<file path="config.mk">
export PLATFORM = sky130hd
export DESIGN_NAME = hfrv_mem_arbiter
export DESIGN_NICKNAME = d
export VERILOG_FILES = /design/src/rtl/hfrv_arb_pkg.sv /design/src/rtl/hfrv_arb_sel.sv /design/src/rtl/hfrv_mem_arbiter.sv
export SDC_FILE = /design/constraint.sdc
export NUM_CORES = 1
export LEC_CHECK = 0
export CAP_MARGIN = 20
export CELL_PAD_IN_SITES_DETAIL_PLACEMENT = 2
export CELL_PAD_IN_SITES_GLOBAL_PLACEMENT = 2
export CORE_ASPECT_RATIO = 0.75
export CORE_UTILIZATION = 25
export CTS_BUF_LIST = sky130_fd_sc_hd__clkbuf_16
export DETAILED_ROUTE_END_ITERATION = 12
export PLACE_DENSITY_LB_ADDON = 0.08
export SLEW_MARGIN = 40
export SYNTH_ARGS = -nofsm -noshare
export SYNTH_HDL_FRONTEND = slang
export SYNTH_SLANG_ARGS = --single-unit
</file>
<file path="constraint.sdc">
create_clock -name clk -period 3.3 [get_ports clk]
set_clock_uncertainty 0.15 [all_clocks]
set_input_delay 0.33 -clock clk [delete_from_list [all_inputs] [get_ports clk]]
set_output_delay 0.33 -clock clk [all_outputs]
set_load 0.05 [all_outputs]
</file>
<file path="src/rtl/hfrv_arb_pkg.sv">
// Shared types and constants for the HF-RISC data-memory arbiter.
package hfrv_arb_pkg;

  typedef enum logic [1:0] {
    IDLE  = 2'd0,
    ISSUE = 2'd1,
    WAIT  = 2'd2,
    DONE  = 2'd3
  } arb_state_e;

  typedef enum logic {
    OWN_CPU = 1'b0,
    OWN_DMA = 1'b1
  } arb_owner_e;

  localparam int LAT_MAX = 15;
  localparam int CNT_W   = 4;

endpackage

</file>
<file path="src/rtl/hfrv_arb_sel.sv">
// Two-way winner selector for the memory arbiter.
// HFRV_ARB_RR_EN selects round-robin on ties; otherwise the CPU has fixed priority.
module hfrv_arb_sel
  import hfrv_arb_pkg::*;
(
  input  logic       cpu_req,
  input  logic       dma_req,
  input  arb_owner_e last_owner,
  output logic       req_any,
  output arb_owner_e winner
);

`ifndef HFRV_ARB_RR_EN
  logic sel_unused_s;
  assign sel_unused_s = last_owner;
`endif

  // Winner decode; on a tie round-robin favours whoever did not go last
  always_comb begin
    req_any = cpu_req | dma_req;
`ifdef HFRV_ARB_RR_EN
    if (cpu_req && dma_req) begin
      winner = (last_owner == OWN_CPU) ? OWN_DMA : OWN_CPU;
    end else if (dma_req) begin
      winner = OWN_DMA;
    end else begin
      winner = OWN_CPU;
    end
`else
    if (cpu_req) begin
      winner = OWN_CPU;
    end else if (dma_req) begin
      winner = OWN_DMA;
    end else begin
      winner = OWN_CPU;
    end
`endif
  end

endmodule

</file>
<file path="src/rtl/hfrv_mem_arbiter.sv">
// Shares the single HF-RISC data-memory port between the CPU and a DMA master,
// one transaction at a time. Tie policy set by HFRV_ARB_RR_EN (see hfrv_arb_sel).
module hfrv_mem_arbiter
  import hfrv_arb_pkg::*;
#(
  parameter int MEM_LAT = 1
) (
  input  logic        clk,
  input  logic        reset_n,
  input  logic        cpu_access,
  input  logic [31:0] cpu_address,
  input  logic [31:0] cpu_data_write,
  input  logic [3:0]  cpu_data_we,
  output logic [31:0] cpu_data_read,
  output logic        cpu_stall,
  input  logic        dma_req,
  input  logic [31:0] dma_address,
  input  logic [31:0] dma_wdata,
  input  logic [3:0]  dma_we,
  output logic        dma_gnt,
  output logic [31:0] dma_rdata,
  output logic        dma_rvalid,
  output logic        mem_access,
  output logic [31:0] mem_address,
  output logic [31:0] mem_data_write,
  output logic [3:0]  mem_data_we,
  input  logic [31:0] mem_data_read
);

  if (MEM_LAT < 1 || MEM_LAT > LAT_MAX) begin : g_lat_chk
    $error("hfrv_mem_arbiter: MEM_LAT must be within 1..15");
  end

  localparam logic [CNT_W-1:0] LAT_LOAD = CNT_W'(MEM_LAT - 1);

  arb_state_e       state_r, state_s;
  arb_owner_e       owner_r, winner_s;
  logic             req_any_s;
  logic [CNT_W-1:0] cnt_r;
  logic             mem_access_r;
  logic [31:0]      mem_address_r, mem_data_write_r;
  logic [3:0]       mem_data_we_r;
  logic [31:0]      cpu_data_read_r, dma_rdata_r;
  logic             dma_rvalid_r;

  hfrv_arb_sel u_sel (
    .cpu_req    (cpu_access),
    .dma_req    (dma_req),
    .last_owner (owner_r),
    .req_any    (req_any_s),
    .winner     (winner_s)
  );

  // Next-state decode
  always_comb begin
    state_s = state_r;
    case (state_r)
      IDLE: begin
        if (req_any_s) begin
          state_s = ISSUE;
        end else begin
          state_s = IDLE;
        end
      end
      ISSUE: state_s = WAIT;
      WAIT: begin
        if (cnt_r == {CNT_W{1'b0}}) begin
          state_s = DONE;
        end else begin
          state_s = WAIT;
        end
      end
      DONE:    state_s = IDLE;
      default: state_s = IDLE;
    endcase
  end

  // State, latched command (held in the mem_* registers for the ISSUE cycle) and read capture
  always_ff @(posedge clk or negedge reset_n) begin
    if (!reset_n) begin
      state_r          <= IDLE;
      owner_r          <= OWN_DMA;
      cnt_r            <= {CNT_W{1'b0}};
      mem_access_r     <= 1'b0;
      mem_address_r    <= 32'h0;
      mem_data_write_r <= 32'h0;
      mem_data_we_r    <= 4'h0;
      cpu_data_read_r  <= 32'h0;
      dma_rdata_r      <= 32'h0;
      dma_rvalid_r     <= 1'b0;
    end else begin
      state_r          <= state_s;
      mem_access_r     <= 1'b0;
      mem_address_r    <= 32'h0;
      mem_data_write_r <= 32'h0;
      mem_data_we_r    <= 4'h0;
      dma_rvalid_r     <= 1'b0;
      case (state_r)
        IDLE: begin
          if (req_any_s) begin
            owner_r      <= winner_s;
            mem_access_r <= 1'b1;
            if (winner_s == OWN_CPU) begin
              mem_address_r    <= cpu_address;
              mem_data_write_r <= cpu_data_write;
              mem_data_we_r    <= cpu_data_we;
            end else begin
              mem_address_r    <= dma_address;
              mem_data_write_r <= dma_wdata;
              mem_data_we_r    <= dma_we;
            end
          end
        end
        ISSUE: cnt_r <= LAT_LOAD;
        WAIT: begin
          if (cnt_r != {CNT_W{1'b0}}) begin
            cnt_r <= cnt_r - {{(CNT_W-1){1'b0}}, 1'b1};
          end else if (owner_r == OWN_CPU) begin
            cpu_data_read_r <= mem_data_read;
          end else begin
            dma_rdata_r  <= mem_data_read;
            dma_rvalid_r <= 1'b1;
          end
        end
        default: ;
      endcase
    end
  end

  assign dma_gnt        = (state_r == IDLE) && req_any_s && (winner_s == OWN_DMA);
  assign cpu_stall      = cpu_access && !((state_r == DONE) && (owner_r == OWN_CPU));
  assign cpu_data_read  = cpu_data_read_r;
  assign dma_rdata      = dma_rdata_r;
  assign dma_rvalid     = dma_rvalid_r;
  assign mem_access     = mem_access_r;
  assign mem_address    = mem_address_r;
  assign mem_data_write = mem_data_write_r;
  assign mem_data_we    = mem_data_we_r;

endmodule

</file>
==> impl_metrics.toml <==
[status]
status = "finished, final reports clean"

[logic_synthesis]
netlist.area_leader.share_pct = 65.7
synth_edf_count = 0
yosys.area_share.simple_pct = 2.02
netlist_area_mm2 = 0.00534
synth_fa_ha_area_share_pct = 1.17
synth-xor-area-share_pct = 0
ys_ff_latch = 141
yosysUniqueCellTypes = 30
synth_largest_area_cell = "dfrtp_1"
ys_seq_area_share_pct = 66.1
ys_top_cells_by_area = "dfrtp_1 66%, a22o_1 11%, mux2_4 8.2%"
synthCells = 333
yosysWarnings = 0
synth_nets = 510
async_flop_share_pct = 100
ys.flop_type = "dfrtp_1"
synth_compound_area_share_pct = 12.5
synth.mux.area_fraction_pct = 15.5
synth_top_family_by_area = "multiplexers"
syn_avg_cell_area_um2 = 16.0

[finish]
fillers = 2009
antenna_cells = 0
multi_input_area_mm2 = 0.00168
drive_above_1_share_pct = 11.1
fin_util_pct = 45.5
final_nets = 822
area_growth_pct = 75.2
regArea_mm2 = 0.00353

[detailed_routing]
wl_per_cell_um = 20.1
vias_per_cell = 4.36
drtAntennaViolNets = 0
firstDrtPassIters = 3
vias = 4096
drc = 0
drt-initial-drc-count = 83
routed_wl_um = 18900

[global_route]
globalRouteMet1Util_pct = 20.6
grt_max_degree = 71
use_met3_pct = 8.18
grtUsageMet2_pct = 29.8
grt_first_pass_wirelength_um = 28500
grt_pass1_vias = 4702
grtUsageTotal_pct = 17.8
grt_busiest_layer = "met2"
antenna_found_initial = 1
grt.overflow.total = 0

[setup_path]
worst-endpoint-required_ns = 2.82
worstSetupPathType = "flop to output pin"
worstPathArrival_ns = 2.20
cp_slowest_cell = "clkdlybuf4s50_1"
end_kind = "output pin"
cpPeakStageDelay_ns = 0.84
cp_max_fo = 4
path_cells = "inv_1, ha_1, nand2_1, nor2_4, clkdlybuf4s50_1"
start_kind = "flop"

[cts]
cts_setup_buffers = 0
clk_pin_slew_ns = 0.06
cts.repair.resized = 0
clock-root-buffer = "clkbuf_16"
cts_sinks = 141
cts_buffer_depth = 2
htree_levels = 4
cts_tree = "yes"
cts_inserted_buffers = 17
clk_latency_ns = 0.41

[floorplanning]
fp-row-count = 45
io-pin-count = 308
coreArea_mm2 = 0.0206
dieHeight_um = 129
dieWidth_um = 171
die_area_mm2 = 0.0219
start_util_pct = 26.0

[timing]
totalNegativeSetupSlack_ns = 0
setup_viol = 0
finalCritPeriodShare_pct = 81.1
rsz0062_at_grt = "false"
finalMaxSlewViolations = 0
min_period_ns = 2.68
hold_violations = 0
worst_pin_slew_ns = 0.764
maxSlewHeadroom_pct = 49.1
postLayoutSetupSlackWorst_ns = 0.625
max_freq_mhz = 374

[placement]
dp_hpwl_um = 14200
gp_congestion = 0.717
port_buffers = 307
dpl_worst_slack_ns = 0.869

[pwr]
power_density_mw_per_mm2 = 1040
irDropWorstVdd_uv = 387
cellLeakagePower_uw = 0.00408
p_total_uw = 9740

[hold_path]
hp-class = "input port to async pin"

[run]
maxCapViolCount = 0
## final timing paths
kind	from	end	slack (ns)	cells after the start
max	state_r[1]	dma_gnt	0.62	5
min	reset_n	dma_rdata[9]	0.25	2
max reg2reg	state_r[0]	cpu_data_read[14]	1.07	6
min reg2reg	cpu_data_read[29]	cpu_data_read[29]	0.33	1
max in group asynchronous	reset_n	owner_r	1.95	3
min in group clk	cpu_data_read[29]	cpu_data_read[29]	0.33	1
## routing by layer
| metal | share of wire (%) | vias to the layer above |
|---|---|---|
| met1 | 40 | 2064 |
| met3 | 8.9 | 13 |
| met5 | 0 | - |
| met4 | 1.2 | 0 |
| li1 | - | 1847 |
| met2 | 49 | 172 |
## cells by family (layout without fill, tap and decap cells)
| logic type | Yosys count | in the layout |
|---|---|---|
| muxes | 64 | 64 |
| and+or+nand+nor | 16 | 16 |
| AOI/OAI and AO/OA | 80 | 80 |
| adders and majority gates | 5 | 5 |
| DFF | 141 | 141 |
| buffers and inverters | 27 | 352 |
## final cells by class
class / count / area share [%]
clock buffers: 17 / 4.55
clock inverters: 15 / 2.11
inverters: 6 / 0.241
multi-input cells: 165 / 18.0
flip-flops and latches: 141 / 37.7
well taps: 282 / 3.77
repair buffers: 314 / 33.6
## cells in the mapped netlist, types with 2 or more instances
cell type and count:
a22o_1 68, buf_2 4, buf_4 3, buf_6 3, clkbuf_1 11, dfrtp_1 140
ha_1 5, inv_1 6, mux2_1 33, mux2_2 2, mux2_4 29, nand2_1 3
nand2b_1 2, nor2_1 2, o21ai_0 7
## stage by stage
step                      hold WS [ns]  std cells  area (um2)
after detailed placement         0.140        907        8720
after global placement           0.138        907        8720
after global routing             0.274        940        9350
final                            0.250        940        9350
after floorplan                 -0.116        333        5340
after CTS                        0.265        940        9350
## state kept, by name, summed over array words and instances (netlist names)
register,cells
mem_access,1
dma_rdata,32
owner_r,1
mem_address,32
mem_data_write,32
state_r,2
cpu_data_read,32
mem_data_we,4
cnt_r,4
dma_rvalid,1
## report_power, final
group | switching [uW] | internal [uW]
sequential | 308 | 2360
combinational | 3150 | 1890
clock | 757 | 1270
total | 4220 | 5520
## repair_timing
action | CTS | global route
hold endpoints to repair | 43 | 0
setup endpoints to repair | 0 | 0
hold buffers | 1 | 0
## worst max-delay path: cells and delay by family (launching register included)
family	cells	cell delay, ns
DFF	1	0.40
and+or+nand+nor	2	0.22
adders and majority gates	1	0.21
buffers and inverters	2	0.94
## placed cells by master (no fill, tap or decap), types with 2 or more instances in the layout
cell / Yosys / final
nor2_4: 0 / 2
inv_1: 6 / 9
ha_1: 5 / 5
mux2_1: 33 / 33
buf_4: 3 / 5
mux2_4: 29 / 29
clkdlybuf4s50_1: 0 / 306
dfrtp_1: 140 / 140
o21ai_0: 7 / 7
nand2_1: 3 / 3
clkinvlp_4: 0 / 3
clkbuf_16: 0 / 17
bufinv_16: 0 / 4
inv_6: 0 / 4
mux2_2: 2 / 2
nand2b_1: 2 / 2
a22o_1: 68 / 68
No activity file was read; power rests on OpenSTA's default activity.
